## src/rtl/snoop_bus_arbiter.sv

```systemverilog
// Round-robin snoop bus arbiter: grants one cache, broadcasts its op, ORs the other caches' snoop results.
// Latency: grant 1 cycle after req sample, done 1 cycle after last ack; no backpressure, requests wait in IDLE.
module snoop_bus_arbiter #(
    parameter int NUM_CORES     = 4,
    parameter int ADDR_W        = 20,
    parameter int SNOOP_TIMEOUT = 15
) (
    input  logic                        clk,
    input  logic                        rst,
    input  logic [NUM_CORES-1:0]        req,
    input  logic [2*NUM_CORES-1:0]      req_op,
    input  logic [NUM_CORES*ADDR_W-1:0] req_addr,
    output logic [NUM_CORES-1:0]        gnt,
    output logic                        bus_valid,
    output logic [1:0]                  bus_op,
    output logic [ADDR_W-1:0]           bus_addr,
    output logic [1:0]                  bus_src,
    input  logic [NUM_CORES-1:0]        snoop_ack,
    input  logic [NUM_CORES-1:0]        snoop_hit,
    input  logic [NUM_CORES-1:0]        snoop_dirty,
    output logic                        done,
    output logic                        shared,
    output logic                        wb_needed,
    output logic [1:0]                  dirty_src,
    output logic                        timeout_err
);
    localparam int IDX_W = 2;
    localparam int CNT_W = $clog2(SNOOP_TIMEOUT + 1);

    typedef enum logic [1:0] {IDLE, BCAST, COLLECT, DONE} state_t;

    state_t                 state_q, state_d;
    logic [IDX_W-1:0]       ptr_q, ptr_d;
    logic [NUM_CORES-1:0]   ack_acc_q, ack_acc_d;
    logic [NUM_CORES-1:0]   hit_acc_q, hit_acc_d;
    logic [NUM_CORES-1:0]   dirty_acc_q, dirty_acc_d;
    logic [NUM_CORES-1:0]   exp_q, exp_d;
    logic [CNT_W-1:0]       cnt_q, cnt_d;
    logic [NUM_CORES-1:0]   gnt_q, gnt_d;
    logic                   bus_valid_q, bus_valid_d;
    logic [1:0]             bus_op_q, bus_op_d;
    logic [ADDR_W-1:0]      bus_addr_q, bus_addr_d;
    logic [IDX_W-1:0]       bus_src_q, bus_src_d;
    logic                   done_q, done_d;
    logic                   shared_q, shared_d;
    logic                   wb_q, wb_d;
    logic [IDX_W-1:0]       dirty_src_q, dirty_src_d;
    logic                   tmo_q, tmo_d;

    logic                   found;
    logic [IDX_W-1:0]       sel, cand;
    logic [NUM_CORES-1:0]   ack_v, ack_all, hit_all, dirty_all;
    logic [IDX_W-1:0]       dsel;

    // Round-robin pick: first requester at or above the pointer, wrapping.
    always_comb begin
        found = 1'b0;
        sel   = ptr_q;
        cand  = ptr_q;
        for (int k = 0; k < NUM_CORES; k++) begin
            cand = ptr_q + IDX_W'(k);
            if (!found && req[cand]) begin
                found = 1'b1;
                sel   = cand;
            end
        end
    end

    // exp_q excludes the requester, so its own ack/hit/dirty never count.
    always_comb begin
        ack_v     = snoop_ack & exp_q;
        ack_all   = ack_acc_q | ack_v;
        hit_all   = hit_acc_q | (ack_v & snoop_hit);
        dirty_all = dirty_acc_q | (ack_v & snoop_dirty);
        dsel      = '0;
        for (int i = NUM_CORES - 1; i >= 0; i--) begin
            if (dirty_all[i]) dsel = IDX_W'(i);
        end
    end

    always_comb begin
        state_d     = state_q;
        ptr_d       = ptr_q;
        ack_acc_d   = ack_acc_q;
        hit_acc_d   = hit_acc_q;
        dirty_acc_d = dirty_acc_q;
        exp_d       = exp_q;
        cnt_d       = cnt_q;
        gnt_d       = gnt_q;
        bus_valid_d = 1'b0;
        bus_op_d    = bus_op_q;
        bus_addr_d  = bus_addr_q;
        bus_src_d   = bus_src_q;
        done_d      = 1'b0;
        shared_d    = 1'b0;
        wb_d        = 1'b0;
        dirty_src_d = '0;
        tmo_d       = 1'b0;
        case (state_q)
            IDLE: begin
                gnt_d = '0;
                if (found) begin
                    gnt_d[sel]  = 1'b1;
                    bus_valid_d = 1'b1;
                    bus_op_d    = req_op[2*sel +: 2];
                    bus_addr_d  = req_addr[ADDR_W*sel +: ADDR_W];
                    bus_src_d   = sel;
                    state_d     = BCAST;
                end
            end
            BCAST: begin
                ack_acc_d   = '0;
                hit_acc_d   = '0;
                dirty_acc_d = '0;
                cnt_d       = '0;
                exp_d       = ~gnt_q;
                state_d     = COLLECT;
            end
            COLLECT: begin
                ack_acc_d   = ack_all;
                hit_acc_d   = hit_all;
                dirty_acc_d = dirty_all;
                cnt_d       = cnt_q + CNT_W'(1);
                if ((ack_all & exp_q) == exp_q || cnt_q == CNT_W'(SNOOP_TIMEOUT - 1)) begin
                    done_d      = 1'b1;
                    shared_d    = |hit_all;
                    wb_d        = |dirty_all;
                    dirty_src_d = dsel;
                    tmo_d       = (ack_all & exp_q) != exp_q;
                    state_d     = DONE;
                end
            end
            DONE: begin
                gnt_d   = '0;
                ptr_d   = bus_src_q + IDX_W'(1);
                state_d = IDLE;
            end
            default: state_d = IDLE;
        endcase
    end

    always_ff @(posedge clk or posedge rst) begin
        if (rst) begin
            state_q     <= IDLE;
            ptr_q       <= '0;
            ack_acc_q   <= '0;
            hit_acc_q   <= '0;
            dirty_acc_q <= '0;
            exp_q       <= '0;
            cnt_q       <= '0;
            gnt_q       <= '0;
            bus_valid_q <= 1'b0;
            bus_op_q    <= '0;
            bus_addr_q  <= '0;
            bus_src_q   <= '0;
            done_q      <= 1'b0;
            shared_q    <= 1'b0;
            wb_q        <= 1'b0;
            dirty_src_q <= '0;
            tmo_q       <= 1'b0;
        end else begin
            state_q     <= state_d;
            ptr_q       <= ptr_d;
            ack_acc_q   <= ack_acc_d;
            hit_acc_q   <= hit_acc_d;
            dirty_acc_q <= dirty_acc_d;
            exp_q       <= exp_d;
            cnt_q       <= cnt_d;
            gnt_q       <= gnt_d;
            bus_valid_q <= bus_valid_d;
            bus_op_q    <= bus_op_d;
            bus_addr_q  <= bus_addr_d;
            bus_src_q   <= bus_src_d;
            done_q      <= done_d;
            shared_q    <= shared_d;
            wb_q        <= wb_d;
            dirty_src_q <= dirty_src_d;
            tmo_q       <= tmo_d;
        end
    end

    assign gnt         = gnt_q;
    assign bus_valid   = bus_valid_q;
    assign bus_op      = bus_op_q;
    assign bus_addr    = bus_addr_q;
    assign bus_src     = bus_src_q;
    assign done        = done_q;
    assign shared      = shared_q;
    assign wb_needed   = wb_q;
    assign dirty_src   = dirty_src_q;
    assign timeout_err = tmo_q;
endmodule

```

## config.mk

```make
export PLATFORM = sky130hd
export DESIGN_NAME = snoop_bus_arbiter
export DESIGN_NICKNAME = d
export VERILOG_FILES = /design/src/rtl/snoop_bus_arbiter.sv
export SDC_FILE = /design/constraint.sdc
export NUM_CORES = 1
export LEC_CHECK = 0
export CAP_MARGIN = 20
export CORE_AREA = 2 2 72 125
export DETAILED_ROUTE_END_ITERATION = 7
export DIE_AREA = 0 0 74 127
export MAX_ROUTING_LAYER = met4
export PLACE_DENSITY = 0.82
export SKIP_CTS_REPAIR_TIMING = 1
export SLEW_MARGIN = 20
export SYNTH_ARGS = -nofsm -noshare
export SYNTH_HDL_FRONTEND = slang
export SYNTH_SLANG_ARGS = --single-unit
```

## constraint.sdc

```tcl
create_clock -name clk -period 2.6 [get_ports clk]
set_clock_uncertainty 0.15 [all_clocks]
set_input_delay 0.39 -clock clk [delete_from_list [all_inputs] [get_ports clk]]
set_output_delay 0.39 -clock clk [all_outputs]
set_load 0.01 [all_outputs]
```

==> reports/qor.yml <==
sta:
  slew_headroom_pct: 56.42
  final.min_clock_period_ns: 2.371
  hold_viol: 0
  setup_viol: 0
  rsz0062_at_grt: "false"
  fin_crit_sh_pct: 91.19
  hold_ws_ns: 0.1758
  tightest_slew_ns: 0.6520
  fmax_mhz: 421.8
  drv_slew: 0
power:
  p_sw_uw: 2239
  power_frac_clock_pct: 23.1
  switching_share_pct: 38.17
  leakagePower_uw: 0.002197
  p_int_uw: 3626
  p_total_uw: 5866
  p_comb_share_pct: 49.8
  vdd_drop_max_v: 0.0005964
  seq_power_share_pct: 27.1
  powerDensity_nw_per_um2: 1066
routing:
  vias: 3672
  dr_wl_met3_um: 740
  wire_per_inst_um: 17.97
  dr.first_iter.drc_count: 206
  highest_layer: "met4"
  ant_nets: 0
  wl_met1_um: 4069
  drt-pass1-iter-count: 5
  wl_met2_um: 5929
  viasPerCell: 5.875
  wl_um: 11230
  post-route-drc-count: 0
setup_path:
  end_kind: "flip-flop"
  path_class: "in2reg"
  cpPeakStageDelay_ns: 0.55
  r2r-start: "ptr_q[0]"
  cpMaxStageDelayCell: "clkdlybuf4s50_1"
  r2r_cells: 6
  worst-path-max-fanout: 12
  critical_path_arrival_ns: 2.48
  r2r-end: "bus_op[0]"
  reg2reg_slack_ns: 0.41
  critPathRequiredTime_ns: 2.71
  cp_cell_sequence: "clkdlybuf4s50_1 -> buf_4 -> nor2b_1 -> or4b_4 -> o311ai_4 -> buf_6 -> a221oi_1 -> a21oi_1"
  start_kind: "input port"
floorplan:
  placementRows: 44
  core_um2: 8313
  die_h_um: 127
  die_area_um2: 9398
  die_w_um: 74
  initial_core_util_pct: 43.21
  io_pins: 141
synthesis:
  async_reset_ff_share_pct: 100.0
  ys_warn_count: 0
  synthesis.nets: 481
  synth_ff_type: "dfrtp_1"
  syn_avg_cell_area_um2: 9.761
  synthCells: 368
  synth-edff-count: 0
  ys_seq_area_share_pct: 41.10
  ys_ff_latch: 59
  syn_area_um2: 3592
  synth_cell_type_count: 57
layout:
  antenna_cells: 0
  nNetsFinal: 618
  area_delta_synth_final_pct: 53.19
  stdcell_count: 625
  final_common_cell: "clkdlybuf4s50_1"
  finalInstanceArea_um2: 5503
  final_cell_mix: "140 x clkdlybuf4s50_1, 59 x dfrtp_1, 38 x nor2_1"
  fillCellCount: 658
  drive_gt1_share_pct: 12.75
clock_tree:
  cts_sinks: 59
  cts_max_path_buffers: 2
  clk_pin_slew_ns: 0.05
  root_buffer: "clkbuf_16"
  cts_tree: "yes"
  htreeDepth: 3
  clk_latency_ns: 0.33
  numCtsBuffers: 9
global_routing:
  first_global_vias: 3755
  grt_pass1_wl_um: 18000
  antenna_found_initial: 0
  grt_max_degree: 31
  grt-ovfl-total: 0
  track_usage_pct: 25.65
placement:
  place_congestion: 0.8914
  placed_area_um2: 5121
  hpwl_um: 8123
  io_buffers: 140
  place_inst: 608
outcome:
  status: "completed"
hold_path:
  hold_path.class: "in2async"
job:
  drv_cap: 0
routing by layer:
layer	vias up	track usage [%]
met3	33	3.233
met2	196	42.86
li1	1679	-
met1	1764	28.89
met4	0	14.22
met5	-	-
worst max-delay path: cells and delay by family:
kind / cells / cell delay, ns
simple gates: 2 / 0.65
compound gates: 3 / 0.40
buf+inv: 3 / 1.03
area by class of cell:
cell class / instances / area (um2) / share of cell area [%]
Clock buffer: 13 / 280.3 / 5.093
Timing Repair Buffer: 159 / 1585 / 28.81
Multi-Input combinational cell: 267 / 1916 / 34.81
Sequential cell: 59 / 1476 / 26.83
Inverter: 9 / 33.78 / 0.6139
Tap cell: 115 / 143.9 / 2.615
Clock inverter: 3 / 67.56 / 1.228
synth_stat cells (2+ instances only):
library cell | instances | area (um2)
o31a_1 | 18 | 157.7
nand3_1 | 5 | 25.02
and4_1 | 19 | 166.4
a21oi_1 | 26 | 130.1
o21ai_1 | 13 | 65.06
a21boi_1 | 2 | 15.01
a41oi_1 | 2 | 17.52
nor2_1 | 38 | 142.6
clkbuf_1 | 13 | 48.80
nand2_1 | 14 | 52.55
o22a_1 | 5 | 43.79
a21oi_2 | 10 | 87.58
nor2b_1 | 4 | 25.02
buf_2 | 9 | 45.04
a22o_1 | 4 | 35.03
a31oi_1 | 12 | 75.07
a221o_1 | 4 | 40.04
inv_1 | 8 | 30.03
nor3b_1 | 3 | 22.52
o21ai_0 | 13 | 65.06
a221oi_1 | 9 | 78.83
nand2b_1 | 11 | 68.82
nand4_1 | 5 | 31.28
dfrtp_1 | 59 | 1476
ha_1 | 7 | 87.58
o31ai_1 | 5 | 37.54
a221oi_2 | 9 | 135.1
buf_4 | 9 | 67.56
nor3_1 | 4 | 20.02
logic make-up after synthesis:
family	synth area share (%)
AOI/OAI and AO/OA	32.08
xor gates and xnor gates	0.2439
adders and majority gates	2.438
buffers and inverters	6.304
DFF	41.10
muxes	0.5921
and+or+nand+nor	17.24
power by group through the flow:
stage          clock network (uW)  logic [uW]  registers, uW
5_1_grt                      1410        3150           1650
4_1_cts                      1370        2880           1580
3_5_place_dp                    0        2860           1590
6_report                     1360        2920           1590
3_3_place_gp                    0        2780           1580
2_1_floorplan                   0        1770           1600
state kept, by name, summed over array words and instances (netlist names):
| name | flops |
|---|---|
| ack_acc_q | 4 |
| bus_addr | 20 |
| bus_op | 2 |
| bus_src | 2 |
| bus_valid | 1 |
| cnt_q | 4 |
| dirty_acc_q | 4 |
| dirty_src | 2 |
| done | 1 |
| exp_q | 4 |
| gnt | 4 |
| hit_acc_q | 4 |
| ptr_q | 2 |
| shared | 1 |
| state_q | 2 |
| timeout_err | 1 |
| wb_needed | 1 |
stage by stage:
stage | setup TNS, ns | setup WS [ns] | util [%]
after floorplan | 0 | 0.6037 | -
after global placement | -2.096 | -0.1427 | 61.60
after detailed placement | -3.698 | -0.2317 | 61.60
after CTS | 0 | 0.1271 | 65.79
after global routing | 0 | 0.1088 | 66.20
final | 0 | 0.2290 | 66.20
how the worst max path moves through the flow:
stage	start	endpoint	slack (ns)	cells after the start
final	req[2]	bus_op[0]	0.23	8
after CTS	req[2]	bus_addr[2]	0.13	6
after floorplan	rst	ack_acc_q[0]	0.60	1
after detailed placement	req[2]	bus_addr[2]	-0.23	6
after global placement	req[2]	bus_addr[18]	-0.14	6
after global routing	req[1]	bus_addr[14]	0.11	7
Power figures use the tool's default switching activity.
